[src/rtl/uart_tx_ctrl.sv]
// UART transmit sequencer: start, LSB-first data, optional parity, stop.
// Define UART_TX_TWO_STOP_EN for a two-cycle stop sequence.
module uart_tx_ctrl #(
  parameter int DATA_WIDTH = 8
) (
  input  logic                  CLK,
  input  logic                  RST,
  input  logic [DATA_WIDTH-1:0] P_DATA,
  input  logic                  DATA_Valid,
  input  logic                  PAR_EN,
  input  logic                  par_bit,
  output logic [DATA_WIDTH-1:0] par_data,
  output logic                  par_load,
  output logic                  TX_OUT,
  output logic                  busy
);

  localparam int CW = (DATA_WIDTH > 1) ? $clog2(DATA_WIDTH) : 1;
  localparam logic [CW-1:0] LAST = CW'(DATA_WIDTH - 1);

  typedef enum logic [2:0] {
    IDLE,
    START,
    DATA,
    PARITY,
`ifdef UART_TX_TWO_STOP_EN
    STOP,
    STOP2
`else
    STOP
`endif
  } state_e;

`ifdef UART_TX_TWO_STOP_EN
  localparam state_e FINAL = STOP2;
`else
  localparam state_e FINAL = STOP;
`endif

  state_e                state_q, state_d;
  logic [DATA_WIDTH-1:0] shift_q, shift_d;
  logic [DATA_WIDTH-1:0] pdata_q, pdata_d;
  logic [CW-1:0]         cnt_q, cnt_d;
  logic                  pen_q, pen_d;
  logic                  tx_q, tx_d;
  logic                  busy_q, busy_d;
  logic                  load_q, load_d;
  logic                  can_acc;

  assign can_acc = (state_q == IDLE) || (state_q == FINAL);

  always_comb begin
    state_d = state_q;
    shift_d = shift_q;
    pdata_d = pdata_q;
    cnt_d   = cnt_q;
    pen_d   = pen_q;
    tx_d    = tx_q;
    busy_d  = busy_q;
    load_d  = 1'b0;
    unique case (state_q)
      IDLE: begin
        tx_d   = 1'b1;
        busy_d = 1'b0;
      end
      START: begin
        state_d = DATA;
        tx_d    = shift_q[0];
        shift_d = shift_q >> 1;
        cnt_d   = '0;
      end
      DATA: begin
        if (cnt_q == LAST) begin
          cnt_d = '0;
          if (pen_q) begin
            state_d = PARITY;
            tx_d    = par_bit;
          end else begin
            state_d = STOP;
            tx_d    = 1'b1;
          end
        end else begin
          cnt_d   = cnt_q + 1'b1;
          tx_d    = shift_q[0];
          shift_d = shift_q >> 1;
        end
      end
      PARITY: begin
        state_d = STOP;
        tx_d    = 1'b1;
      end
`ifdef UART_TX_TWO_STOP_EN
      STOP: begin
        state_d = STOP2;
        tx_d    = 1'b1;
      end
      STOP2: begin
        state_d = IDLE;
        tx_d    = 1'b1;
        busy_d  = 1'b0;
      end
`else
      STOP: begin
        state_d = IDLE;
        tx_d    = 1'b1;
        busy_d  = 1'b0;
      end
`endif
      default: begin
        state_d = IDLE;
        tx_d    = 1'b1;
        busy_d  = 1'b0;
      end
    endcase
    // acceptance overrides the end-of-frame move for back-to-back frames
    if (can_acc && DATA_Valid) begin
      state_d = START;
      shift_d = P_DATA;
      pdata_d = P_DATA;
      pen_d   = PAR_EN;
      tx_d    = 1'b0;
      busy_d  = 1'b1;
      load_d  = 1'b1;
    end
  end

  always_ff @(posedge CLK or negedge RST) begin
    if (!RST) begin
      state_q <= IDLE;
      shift_q <= '0;
      pdata_q <= '0;
      cnt_q   <= '0;
      pen_q   <= 1'b0;
      tx_q    <= 1'b1;
      busy_q  <= 1'b0;
      load_q  <= 1'b0;
    end else begin
      state_q <= state_d;
      shift_q <= shift_d;
      pdata_q <= pdata_d;
      cnt_q   <= cnt_d;
      pen_q   <= pen_d;
      tx_q    <= tx_d;
      busy_q  <= busy_d;
      load_q  <= load_d;
    end
  end

  assign par_data = pdata_q;
  assign par_load = load_q;
  assign TX_OUT   = tx_q;
  assign busy     = busy_q;

endmodule

[config.mk]
export PLATFORM = sky130hd
export DESIGN_NAME = uart_tx_ctrl
export DESIGN_NICKNAME = d
export VERILOG_FILES = /design/src/rtl/uart_tx_ctrl.sv
export SDC_FILE = /design/constraint.sdc
export NUM_CORES = 1
export LEC_CHECK = 0
export ABC_AREA = 1
export CORE_UTILIZATION = 35
export CTS_CLUSTER_SIZE = 20
export DETAILED_ROUTE_END_ITERATION = 6
export HOLD_SLACK_MARGIN = 0.05
export PLACE_DENSITY_LB_ADDON = 0.12
export SETUP_SLACK_MARGIN = 0.2
export SLEW_MARGIN = 10
export SYNTH_ARGS = -nofsm -noshare
export SYNTH_HDL_FRONTEND = slang
export SYNTH_SLANG_ARGS = --single-unit
[constraint.sdc]
create_clock -name CLK -period 2.45 [get_ports CLK]
set_clock_uncertainty 0.1 [all_clocks]
set_input_delay 0.245 -clock CLK [delete_from_list [all_inputs] [get_ports CLK]]
set_output_delay 0.245 -clock CLK [all_outputs]
set_load 0.01 [all_outputs]
# ---- Word level (Yosys, flattened, before mapping)
# Index checks and enable logic that the tools add are counted.
dict set report word_totals {
  reg_bits 26
  inputBits 13
}
dict set report op_classes {
  n_addsub 1
  n_eq_ne 9
  mux 16
  n_reduce_logical 8
}
# op count
set op_table {}
lappend op_table {{2-to-1 mux 8 bit} 2}
lappend op_table {{one-hot mux 8 bit (2 select lines)} 1}
lappend op_table {{2-to-1 mux 3 bit} 4}
lappend op_table {{one-hot mux 3 bit (4 select lines)} 1}
lappend op_table {{== test 3 x 2 -> 1 bit, second input constant} 2}
lappend op_table {{== test 3 bit, second input constant} 2}
lappend op_table {{2-to-1 mux 1 bit} 6}
lappend op_table {{!= test 3 bit, second input constant} 2}
lappend op_table {{one-hot mux 3 bit (2 select lines)} 1}
lappend op_table {{!= test 2 x 1 -> 1 bit, second input constant} 2}
lappend op_table {{AND reduction 2 bit} 2}
lappend op_table {{adder 3 x 1 -> 3 bit, second input constant} 1}
lappend op_table {{== test 3 x 1 -> 1 bit, second input constant} 1}
lappend op_table {{logical NOT 3 bit} 1}
lappend op_table {{nonzero test 3 bit} 1}
lappend op_table {{OR reduction 3 bit} 1}
lappend op_table {{one-hot mux 1 bit (2 select lines)} 1}
lappend op_table {{nonzero test 2 bit} 1}
lappend op_table {{logical AND 1 bit} 1}
lappend op_table {{logical OR 1 bit} 1}

# ---- Logic depth before layout (Yosys ltp)
dict set report logic_depth {
  word_depth 5
  mapped_depth 7
  ltp_nobuf 7
}

# ---- Worst setup path before layout
# No wires, ideal clock.
dict set report synth_timing {
  path_kind {register -> register}
  startpoint {register cnt_q[0]}
  endpoint {register shift_q[0]}
  setup_ps 116
  t_arrival_ps 1190
  t_required_ps 2234
  slack_ps 1044
  path_stages_with_launch 8
  n_path_buf 1
  period_less_slack_ps 1406
  cell_sequence {dfrtp_1 > ha_1 > ha_1 > inv_1 > nand3_2 > buf_6 > nand3_1 > nand2_1}
}
dict set report synth_via {
  elab_chain_len 3
}
# item line_no
set synth_rtl {}
lappend synth_rtl {{start: declaration} 43} ;# logic [CW-1:0] cnt_q, cnt_d;
lappend synth_rtl {{start signal: assignment} 141} ;# cnt_q <= cnt_d;
lappend synth_rtl {{== test 3 bit} 73} ;# if (cnt_q == LAST) begin
lappend synth_rtl {{!= test 3 bit (no line)} --}
lappend synth_rtl {{AND reduction 2 bit (no line)} --}
lappend synth_rtl {{end signal: assignment} 139} ;# shift_q <= shift_d;
lappend synth_rtl {{end: declaration} 41} ;# logic [DATA_WIDTH-1:0] shift_q, shift_d;
# No other way between the ends.
# A chain may end at the register's enable or synchronous reset.

# ---- Worst setup path after layout
dict set report layout_timing {
  startpoint {register tx_q (netlist: TX_OUT)}
  endpoint {output port TX_OUT}
}
# item line_no
set layout_lines {}
lappend layout_lines {{start: declaration} 45} ;# logic tx_q, tx_d;
lappend layout_lines {{start signal: assignment} 143} ;# tx_q <= tx_d;
lappend layout_lines {{end: declaration} 14} ;# output logic TX_OUT,
# No word-level cell between the ends.

==> run summary <==
min Tclk post-route: 1.75 ns
max-cap violations: 0
Top delay family on crit path: flip-flops
Synth Area per Inst: 8.59 um2
IO buf count: 23
post-DP HPWL: 1560 um
vias: 934
top cell type's share of synthesized area: 0.535
DR vias/cell: 4.56
Critical Path Source Type: flip-flop
initial antenna violation count: 0
synthesis-stage register bit count: 26
Max clock buf depth: 2
Cells after DPL: 201
WP data required: 2.11 ns
outcome: completed
TritonCTS clock tree: done
GRT Total Usage: 0.147
clock-pin slew of the registers on the worst-case setup and hold paths: 0.15 ns
initial core utilization: 0.377
worst r2r src: cnt_q[0]$_DFFE_PN0P_
# Post-CTS Setup Buffers: 0
row cnt: 20
Final Wtd Congestion: 0.776
critical-path cell list: clkdlybuf4s50_1
n_diodes: 0
Residual DRC: 0
post-synthesis sequential area ratio: 0.558
vias in the first global route: 912
DR iter-0 viols: 41
CTS Buf Count: 3
fin cells: 205
antenna-violating nets left: 0
grt ovf: 0
worst-margin pin slew: 0.416 ns
Worst Path Class, Setup: reg2out
Max Freq: 572 MHz
r2r worst-path depth: 7
most frequent cells in the layout: 54 x nand2_1, 25 x dfrtp_1, 23 x clkdlybuf4s50_1
core area: 3100 um2
Reg2Reg Capture Point: shift_q[4]$_DFFE_PN0P_
root buffer cell: clkbuf_4
Levels on crit path: 1
top cells by area, synth: dfrtp_1 54%, nand2_1 17%, nand3_1 6.9%, inv_1 2.9%, o21ai_0 2.6%
RSZ-0062 raised after global routing: false
CP peak stage delay: 0.55 ns
leading cell type in the layout, fill and taps excluded: nand2_1
clk_lat worst skew: 0.34 ns
Bufs and invs on worst path: 1
share of layout cells above drive strength 1: 0.0994
number of placed I/O pins: 24
Mapped Nets: 151
Hold Fails Final Rpt: 0
first-pass GRT wire length: 3890 um
Pwr Density: 1270 nW/um2
Post-Syn Area: 1170 um2
crit end category: output port
# setup viols final: 0
Slew Limit Fails: 0
number of H-tree levels: 1
die area: 3570 um2
Fill cells: 329
area leader, netlist: dfrtp_1
LEAKAGE: 0.765 nW
CTS Sinks: 26
drt wl/cell: 10.7 um
largest net degree at the start of global routing: 27
crit path max fanout: 1
Max transition margin: 0.722
reg2reg setup slack: 0.78 ns
nets@finish: 177
Synth Warn #: 0
P&R area growth vs syn: 27.5%
WP data arrival: 1.40 ns
PostCTS Resize Cnt: 0
Hold Crit Class: in2async
fin crit share: 0.714
Initial DRT Pass Iterations: 3
Worst path slowest cell: dfstp_2
Worst setup startpoint: TX_OUT$_DFF_PN1_
WL final: 2200 um
Die Y-Extent: 59.8 um
final setup TNS: 0 ns
Netlist cell types: 21
cells after synthesis: 136
maximum vdd drop: 0.587 mV
Setup crit end: TX_OUT
die width: 59.8 um
CTS Hold Buffers Added: 0
## power by group
group / switching (W) / internal [W]
clock network: 0.000133 / 0.000166
logic: 0.000490 / 0.000370
registers: 0.000104 / 0.000629
total: 0.000727 / 0.00116
## cell families (layout without fill, tap and decap cells)
group	after synthesis	count (layout)	share of synthesized area
fa+ha+maj	2	2	0.0214
simple gates	83	83	0.315
flops	26	26	0.558
compound gates	11	11	0.0503
buf+inv	14	39	0.0557
## registers in the layout, summed over array words and instances (netlist names)
name      flops
par_load      1
par_data      8
state_q       3
busy          1
cnt_q         3
shift_q       8
TX_OUT        1
pen_q         1
## per-stage QoR
stage               setup slack (ns)  total power, W   util  cell area, um2  hold WS [ns]
global route                   0.652         0.00207  0.480            1490         0.180
detailed placement             0.683         0.00162  0.463            1440         0.374
floorplan                       1.04         0.00132      -            1170        -0.151
CTS                            0.691         0.00192  0.480            1490         0.165
finish                         0.701         0.00189  0.480            1490         0.153
global placement               0.691         0.00160  0.463            1440         0.372
## cells in the mapped netlist
master,count
a21oi_1,1
buf_2,1
buf_4,1
buf_6,1
dfrtp_1,25
dfstp_2,1
ha_1,2
inv_1,9
inv_2,2
nand2_1,54
nand2_2,1
nand2_4,1
nand3_1,16
nand3_2,1
nor2_1,6
nor2_2,1
nor2_4,2
o21ai_0,6
o21ai_1,3
o21ai_2,1
or2_2,1
## worst min path at each step
| stage | startpoint | to | depth (start not counted) |
|---|---|---|---|
| final | RST | par_data[5]$_DFFE_PN0N_ | 2 |
| after global routing | RST | par_data[7]$_DFFE_PN0N_ | 2 |
| after CTS | RST | par_data[7]$_DFFE_PN0N_ | 2 |
| after detailed placement | par_data[6]$_DFFE_PN0N_ | par_data[6]$_DFFE_PN0N_ | 2 |
| after global placement | par_data[4]$_DFFE_PN0N_ | par_data[4]$_DFFE_PN0N_ | 2 |
| after floorplan | RST | busy$_DFFE_PN0P_ | 0 |
## routing by layer
| layer | wire, um | global-route usage | part of all wire |
|---|---|---|---|
| met1 | 961 | 0.180 | 0.44 |
| met2 | 1130 | 0.243 | 0.51 |
| met3 | 81 | 0.0476 | 0.037 |
| met4 | 31 | 0.0498 | 0.014 |
| met5 | 0 | 0 | 0 |
## layout make-up
cell class,count,area [um2],area share
Clock inverter,1,30.0,0.0202
Clock buffer,3,22.5,0.0151
Multi-Input combinational cell,96,452,0.303
Tap cell,44,55.1,0.0369
Timing Repair Buffer,24,238,0.160
Inverter,11,41.3,0.0277
Sequential cell,26,652,0.437
(Power assumes the default switching activity.)
